<file path="config.mk">
export PLATFORM = sky130hd
export DESIGN_NAME = range_count_ctrl
export DESIGN_NICKNAME = d
export VERILOG_FILES = /design/src/rtl/range_count_pkg.sv /design/src/rtl/range_counter.sv /design/src/rtl/range_count_ctrl.sv
export SDC_FILE = /design/constraint.sdc
export NUM_CORES = 1
export LEC_CHECK = 0
export CAP_MARGIN = 20
export CORE_MARGIN = 4
export CORE_UTILIZATION = 40
export CTS_BUF_LIST = sky130_fd_sc_hd__clkbuf_16
export DETAILED_ROUTE_END_ITERATION = 7
export PLACE_DENSITY_LB_ADDON = 0.3
export SLEW_MARGIN = 10
export SYNTH_ARGS = -nofsm -noshare
export SYNTH_HDL_FRONTEND = slang
export SYNTH_HIERARCHICAL = 1
export SYNTH_SLANG_ARGS = --single-unit
</file>
<file path="constraint.sdc">
create_clock -name clk -period 1.9 [get_ports clk]
set_clock_uncertainty 0.1 [all_clocks]
set_input_delay 0.19 -clock clk [delete_from_list [all_inputs] [get_ports clk]]
set_output_delay 0.19 -clock clk [all_outputs]
set_load 0.05 [all_outputs]
</file>
<file path="src/rtl/range_count_pkg.sv">
// Shared types and defaults for the range_count_ctrl sequencer.
// Optional down-counting is enabled with RANGE_COUNT_CTRL_DOWN_EN.
package range_count_pkg;

  localparam int W_DEF    = 4;
  localparam int LAPW_DEF = 8;
  localparam int LAPS_INF = 0;

  typedef enum logic [1:0] {
    ST_IDLE = 2'd0,
    ST_RUN  = 2'd1,
    ST_DONE = 2'd2
  } state_e;

  // Lap register value after a completed lap; continuous mode stays at LAPS_INF.
  function automatic logic [31:0] laps_after_wrap(input logic [31:0] laps_left);
    if (laps_left == 32'(LAPS_INF)) begin
      laps_after_wrap = laps_left;
    end else begin
      laps_after_wrap = laps_left - 32'd1;
    end
  endfunction

endpackage

</file>
<file path="src/rtl/range_counter.sv">
// Loadable W-bit wrap-around count register with end-of-lap detection.
// Direction input exists only when RANGE_COUNT_CTRL_DOWN_EN is defined.
module range_counter
  import range_count_pkg::*;
#(
  parameter int W = W_DEF
) (
  input  logic         clk,
  input  logic         reset,
  input  logic         load,
  input  logic [W-1:0] load_val,
  input  logic         en,
  input  logic [W-1:0] lo,
  input  logic [W-1:0] hi,
`ifdef RANGE_COUNT_CTRL_DOWN_EN
  input  logic         dir,
`endif
  output logic [W-1:0] count,
  output logic         at_end
);

  logic [W-1:0] count_q;
  logic [W-1:0] count_d;
  logic         down_s;

`ifdef RANGE_COUNT_CTRL_DOWN_EN
  assign down_s = dir;
`else
  assign down_s = 1'b0;
`endif

  assign at_end = down_s ? (count_q == lo) : (count_q == hi);
  assign count  = count_q;

  // Next count: load wins, otherwise step or wrap to the lap start.
  always_comb begin
    count_d = count_q;
    if (load) begin
      count_d = load_val;
    end else if (en) begin
      if (at_end) begin
        count_d = down_s ? hi : lo;
      end else if (down_s) begin
        count_d = count_q - W'(1);
      end else begin
        count_d = count_q + W'(1);
      end
    end else begin
      count_d = count_q;
    end
  end

  // Count register.
  always_ff @(posedge clk or posedge reset) begin
    if (reset) begin
      count_q <= '0;
    end else begin
      count_q <= count_d;
    end
  end

endmodule

</file>
<file path="src/rtl/range_count_ctrl.sv">
// Run sequencer: accepts lo/hi/laps commands, drives range_counter, flags laps and run end.
// Define RANGE_COUNT_CTRL_DOWN_EN to add the cmd_down port for down-counting laps.
module range_count_ctrl
  import range_count_pkg::*;
#(
  parameter int W    = W_DEF,
  parameter int LAPW = LAPW_DEF
) (
  input  logic            clk,
  input  logic            reset,
  input  logic            cmd_valid,
  output logic            cmd_ready,
  input  logic [W-1:0]    cmd_lo,
  input  logic [W-1:0]    cmd_hi,
  input  logic [LAPW-1:0] cmd_laps,
`ifdef RANGE_COUNT_CTRL_DOWN_EN
  input  logic            cmd_down,
`endif
  input  logic            abort,
  output logic            busy,
  output logic [W-1:0]    count,
  output logic            count_valid,
  output logic            lap_done,
  output logic            done,
  output logic            err
);

  state_e          state_q;
  logic [W-1:0]    lo_q;
  logic [W-1:0]    hi_q;
  logic [LAPW-1:0] laps_left_q;
  logic            cmd_ready_q;
  logic            busy_q;
  logic            lap_done_q;
  logic            done_q;
  logic            err_q;

  logic            down_s;
  logic            cmd_down_s;
  logic            at_end_s;
  logic            accept_s;
  logic            reject_s;
  logic            last_lap_s;
  logic            step_en_s;
  logic [W-1:0]    load_val_s;

`ifdef RANGE_COUNT_CTRL_DOWN_EN
  logic            down_q;
  assign down_s     = down_q;
  assign cmd_down_s = cmd_down;
`else
  assign down_s     = 1'b0;
  assign cmd_down_s = 1'b0;
`endif

  // Handshake decode and counter step enable; the final lap end holds the count.
  always_comb begin
    accept_s   = 1'b0;
    reject_s   = 1'b0;
    step_en_s  = 1'b0;
    last_lap_s = (laps_left_q == LAPW'(1));
    load_val_s = cmd_down_s ? cmd_hi : cmd_lo;
    if (state_q == ST_IDLE && cmd_valid) begin
      accept_s = (cmd_lo <= cmd_hi);
      reject_s = (cmd_lo > cmd_hi);
    end else begin
      accept_s = 1'b0;
      reject_s = 1'b0;
    end
    if (state_q == ST_RUN && !abort) begin
      step_en_s = !(at_end_s && last_lap_s);
    end else begin
      step_en_s = 1'b0;
    end
  end

  range_counter #(
    .W(W)
  ) u_counter (
    .clk      (clk),
    .reset    (reset),
    .load     (accept_s),
    .load_val (load_val_s),
    .en       (step_en_s),
    .lo       (lo_q),
    .hi       (hi_q),
`ifdef RANGE_COUNT_CTRL_DOWN_EN
    .dir      (down_q),
`endif
    .count    (count),
    .at_end   (at_end_s)
  );

  // Sequencer FSM with registered status and pulse outputs.
  always_ff @(posedge clk or posedge reset) begin
    if (reset) begin
      state_q     <= ST_IDLE;
      lo_q        <= '0;
      hi_q        <= '0;
      laps_left_q <= '0;
      cmd_ready_q <= 1'b1;
      busy_q      <= 1'b0;
      lap_done_q  <= 1'b0;
      done_q      <= 1'b0;
      err_q       <= 1'b0;
`ifdef RANGE_COUNT_CTRL_DOWN_EN
      down_q      <= 1'b0;
`endif
    end else begin
      lap_done_q <= 1'b0;
      done_q     <= 1'b0;
      err_q      <= 1'b0;
      case (state_q)
        ST_IDLE: begin
          if (accept_s) begin
            lo_q        <= cmd_lo;
            hi_q        <= cmd_hi;
            laps_left_q <= cmd_laps;
`ifdef RANGE_COUNT_CTRL_DOWN_EN
            down_q      <= cmd_down;
`endif
            state_q     <= ST_RUN;
            cmd_ready_q <= 1'b0;
            busy_q      <= 1'b1;
          end else if (reject_s) begin
            err_q <= 1'b1;
          end else begin
            state_q <= ST_IDLE;
          end
        end
        ST_RUN: begin
          // Abort outranks both the wrap and the finish.
          if (abort) begin
            state_q     <= ST_IDLE;
            cmd_ready_q <= 1'b1;
            busy_q      <= 1'b0;
          end else if (at_end_s) begin
            lap_done_q <= 1'b1;
            if (last_lap_s) begin
              state_q <= ST_DONE;
              busy_q  <= 1'b0;
              done_q  <= 1'b1;
            end else begin
              laps_left_q <= LAPW'(laps_after_wrap(32'(laps_left_q)));
            end
          end else begin
            state_q <= ST_RUN;
          end
        end
        ST_DONE: begin
          state_q     <= ST_IDLE;
          cmd_ready_q <= 1'b1;
        end
        default: begin
          state_q     <= ST_IDLE;
          cmd_ready_q <= 1'b1;
          busy_q      <= 1'b0;
        end
      endcase
    end
  end

  assign cmd_ready   = cmd_ready_q;
  assign busy        = busy_q;
  assign count_valid = busy_q;
  assign lap_done    = lap_done_q;
  assign done        = done_q;
  assign err         = err_q;

  logic unused_s;
  assign unused_s = down_s;

endmodule

</file>
-- Word-level counts from Yosys, hierarchy flattened
Index checks and enable logic that the tools add are counted.
- $add $sub $neg: 2
- magnitude comparators: 2
- eq/ne operators: 14
- multiplexer cells: 36
- bitwise operators: 1
- reduce and logical (&&, ||, !) cells: 14
- operator list (cell ; count):
    two-way mux 8 bit ; 5
    two-way mux 1 bit ; 19
    case mux 8 bit (2 select lines) ; 1
    two-way mux 4 bit ; 3
    inequality test 2 bit, second input constant ; 6
    two-way mux 2 bit ; 5
    inequality test 3 bit, second input constant ; 3
    == test 8 x 1 -> 1 bit, second input constant ; 1
    logical NOT 8 bit ; 1
    subtractor 8 x 1 -> 8 bit, second input constant ; 1
    AND reduction 2 bit ; 3
    AND reduction 6 bit ; 1
    adder 4 x 1 -> 4 bit, second input constant ; 1
    == test 4 bit ; 1
    > comparator 4 bit ; 1
    less-or-equal comparator 4 bit ; 1
    inequality test 4 bit, second input constant ; 1
    case mux 2 bit (2 select lines) ; 1
    AND reduction 4 bit ; 1
    nonzero test 2 bit ; 2
    logical AND 1 bit ; 3
    case mux 1 bit (3 select lines) ; 1
    == test 2 x 1 -> 1 bit, second input constant ; 1
    == test 2 bit, second input constant ; 1
    4 further kinds ; 5
- register bits after elaboration: 27
- bits of input ports: 20
- output and inout port bits: 10
- word-level logic and storage cells: 79

-- Logic depth before layout (Yosys ltp)
- depth in word-level cells: 6
- mapped depth: 12
- depth with buffers taken out: 10

-- Cells and area by module
Netlist, hierarchy kept.
- by module, submodules not included (module ; times used ; cells each ; area each (um^2) ; sequential area each (um^2)):
    range_count_ctrl ; 1 ; 116 ; 1208.7 ; 576.8
    range_counter ; 1 ; 33 ; 316.6 ; 100.1

-- Worst setup path before layout
No wires, ideal clock.
- kind: reg2reg
- start: register u_counter.count_q[1] (netlist: u_counter/count[1])
- end: register laps_left_q[5]
- setup time: 0.121 ns
- arrival time: 2.215 ns
- data required time: 1.679 ns
- path slack: -0.536 ns
- cell stages (with the launch flop): 8
- path buffers: 1
- period minus slack after synthesis: 2.436 ns
- cell sequence: dfrtp_1 -> xor2_1 -> nor4_4 -> and4bb_2 -> o41ai_2 -> o221a_2 -> buf_4 -> o22a_1
- cells in the longest elaborated chain, start to end: 3
- RTL lines (element ; line ; source):
    start: declaration ; range_counter.sv:22 ; logic [W-1:0] count_q;
    start signal: assignment ; range_counter.sv:58 ; count_q <= count_d;
    == test 4 bit ; range_counter.sv:32 ; assign at_end = down_s ? (count_q == lo) : (count_q == hi);
    net at_end_s ; range_count_ctrl.sv:40 ; logic at_end_s;
    inequality test 2 bit (no line) ; n/a ;
    AND reduction 6 bit (no line) ; n/a ;
    end signal: assignment ; range_count_ctrl.sv:118 ; laps_left_q <= cmd_laps;
    end signal: assignment ; range_count_ctrl.sv:144 ; laps_left_q <= LAPW'(laps_after_wrap(32'(laps_left_q)));
    end: declaration ; range_count_ctrl.sv:31 ; logic [LAPW-1:0] laps_left_q;
The timed path passes the listed nets, and every way through them passes these cells.
A chain may end at the register's enable or synchronous reset.

-- Worst setup path after layout
- start: register u_counter.count_q[2] (netlist: u_counter/count[2])
- end: register laps_left_q[3]
Same word-level chain as after synthesis.

==> results.md <==
* Largest area contributor in the netlist: dfrtp_1
* Peak supply drop at 682 uV
* Post-synth cell types at 45
* Setup Viol. Count Final at 12
* Worst EP arrival at 2150 ps
* Power density over cell area at 1320 nW/um2
* Max-slew headroom at 67.0%
* ANT nets after route at 0
* Fin worst setup slack at -210 ps
* Initial antenna violation count at 0
* Failing checks: negative setup slack
* Starting Density at 41.7%
* Routed wire length at 4820 um
* Sequential-to-total area share from yosys stat at 44.4%
* Global-route wire length before repair at 7650 um
* Worst min-delay path class: in -> async
* Port buffer count at 29
* Fin. Hold Viols at 0
* Clock sink total at 27
* Drt first pass iters at 4
* Post-CTS Hold Fix Bufs at 0
* Detailed Route Iter0 Violations at 90
* EDFF count, synth at 0
* CP Max Fanout at 5
* Antenna Cells at 0
* Final worst path period need at 2110 ps
* Slew Limit Fails at 0
* Yosys reg bits at 27
* DRC viols at 0
* DP Wirelength at 2800 um
* Yosys warning count at 6
* Main flop type after synthesis: dfrtp_1
* Syn Nets at 176
* CTS tree: done
* Via count at 1530
* CP endpoint kind: flip-flop
* Cts bufs inserted at 3
* Layout Nets at 253
* Vias per cell at 5.60
* Core area at 3660 um2
* Reg2reg setup slack at -210 ps
* Synth top area cells: dfrtp_1, ha_1, mux2_2
* Kind of critical path: reg -> reg
* Slew @ Worst Pin at 494 ps
* Tcrit/Tclk final at 111%
* Leakage at 0.00117 uW
* Post-Syn Area per Cell at 10.2 um2
* GRT overflow at 0
* Gp weighted congestion at 0.784
* Post-synth ARST share at 100%
* Status: complete, but fails checks
* Most frequent cells in the layout: buf_4, dfrtp_1, clkdlybuf4s50_1
* Util after Layout at 70.3%
* Setup TNS at -1870 ps
* Vias in the first global route at 1538
* Die Wd at 69.8 um
* Number of max-cap violations at 0
* H-tree levels at 1
* Synthesized area at 1530 um2
* P&R area growth vs syn at 68.8%
* DR WL/cell at 17.7 um
* Chip Height at 69.8 um
* Area share of the largest cell type after synthesis at 42.7%
* # IOs at 30
* RSZ-0062 raised after global routing: yes
* Highest Clock Rate at 474 MHz
* Commonest non-fill, non-tap cell in the layout: buf_4
* Num rows at 22
* CTS Buffer Depth at 2
* Fraction of layout cells with a size suffix above 1 at 49.8%
* Gr usage total at 19.4%
* Worst slack, placed at -572 ps
* Post-Syn Instances at 149
* Clk_lat worst skew at 260 ps
* CP Data Required Time at 1940 ps
* CTS clk-pin slew, worst paths at 70 ps
* Full die area at 4870 um2
* Setup crit start kind: flip-flop
* Pin count of the biggest net entering global routing at 24
* Root Buffer: clkbuf_16
-- worst max-delay path: stages (launching register included) --
cell	delay, ps
dfrtp_2	440
xor2_2	200
nor4_4	300
and4bb_2	320
o41ai_4	110
o221a_4	170
buf_6	140
o21ai_2	120
o21ai_1	90
-- cells by family (layout without fill, tap and decap cells) --
family / after synthesis / in the layout / synth area share, %
buffers and inverters: 17 / 92 / 4.76
DFF: 27 / 27 / 44.4
muxes: 12 / 12 / 8.53
adders and majority gates: 7 / 7 / 5.74
xor gates and xnor gates: 6 / 6 / 3.45
and+or+nand+nor: 41 / 41 / 16.2
AOI/OAI and AO/OA: 39 / 40 / 16.9
-- Yosys cell counts, types with 3 or more instances --
master,n
dfrtp_1,26
nor2_1,14
a21oi_1,11
inv_1,11
o21ai_1,11
ha_1,7
mux2_2,7
xor2_1,5
mux2i_1,4
nor3_1,4
o22a_1,4
nand2b_1,3
nor3b_1,3
-- through the flow --
| step | hold slack (ps) | power (uW) | instance area, um2 | cells |
|---|---|---|---|---|
| 2_1_floorplan | -144 | 1920 | 1570 | 149 |
| 3_3_place_gp | 317 | 2430 | 2070 | 246 |
| 3_5_place_dp | 320 | 2490 | 2070 | 246 |
| 4_1_cts | 44.6 | 3220 | 2490 | 269 |
| 5_1_grt | 63.3 | 3590 | 2570 | 273 |
| 6_report | 39.9 | 3400 | 2570 | 273 |
-- state kept, by name (all words and copies together), names as in the netlist --
name and cells:
busy 1, cmd_ready 1, done 1, err 1, hi_q 4, lap_done 1, laps_left_q 8, lo_q 4
state_q 2, u_counter/count 4
-- repair_timing --
action,4_1_cts,5_1_grt
cloned,3,0
pin swaps,11,17
setup endpoints to repair,22,24
gates resized for setup,37,24
buffers inserted,16,5
-- per-layer routing --
layer,GRT usage (%),vias up,part of all wire (%)
li1,-,687,-
met1,25.5,753,43
met2,33.3,76,49
met3,2.17,14,5.7
met4,6.60,0,2.5
met5,0,-,0
-- report_power, final --
group	switching [uW]	internal, uW
sequential	202	796
combinational	1010	918
clock	190	282
-- path summary, 6_finish.rpt --
kind | from | end | depth (start not counted)
max reg2reg | u_counter/count[2] | laps_left_q[3] | 8
min reg2reg | lo_q[0] | lo_q[0] | 1
min in group clk | cmd_hi[1] | hi_q[1] | 2
max | u_counter/count[2] | laps_left_q[3] | 8
min | reset | u_counter/count[2] | 2
max in group asynchronous | reset | cmd_ready | 3
-- layout make-up --
type | instances | area [um2]
fill | 239 | 1090
clock buffer | 3 | 75.1
clock inverter | 1 | 3.75
inverter | 11 | 43.8
tap | 48 | 60.1
multi-input combinational | 106 | 1000
sequential | 27 | 682
timing repair buffer | 77 | 711
(Power assumes the default switching activity.)
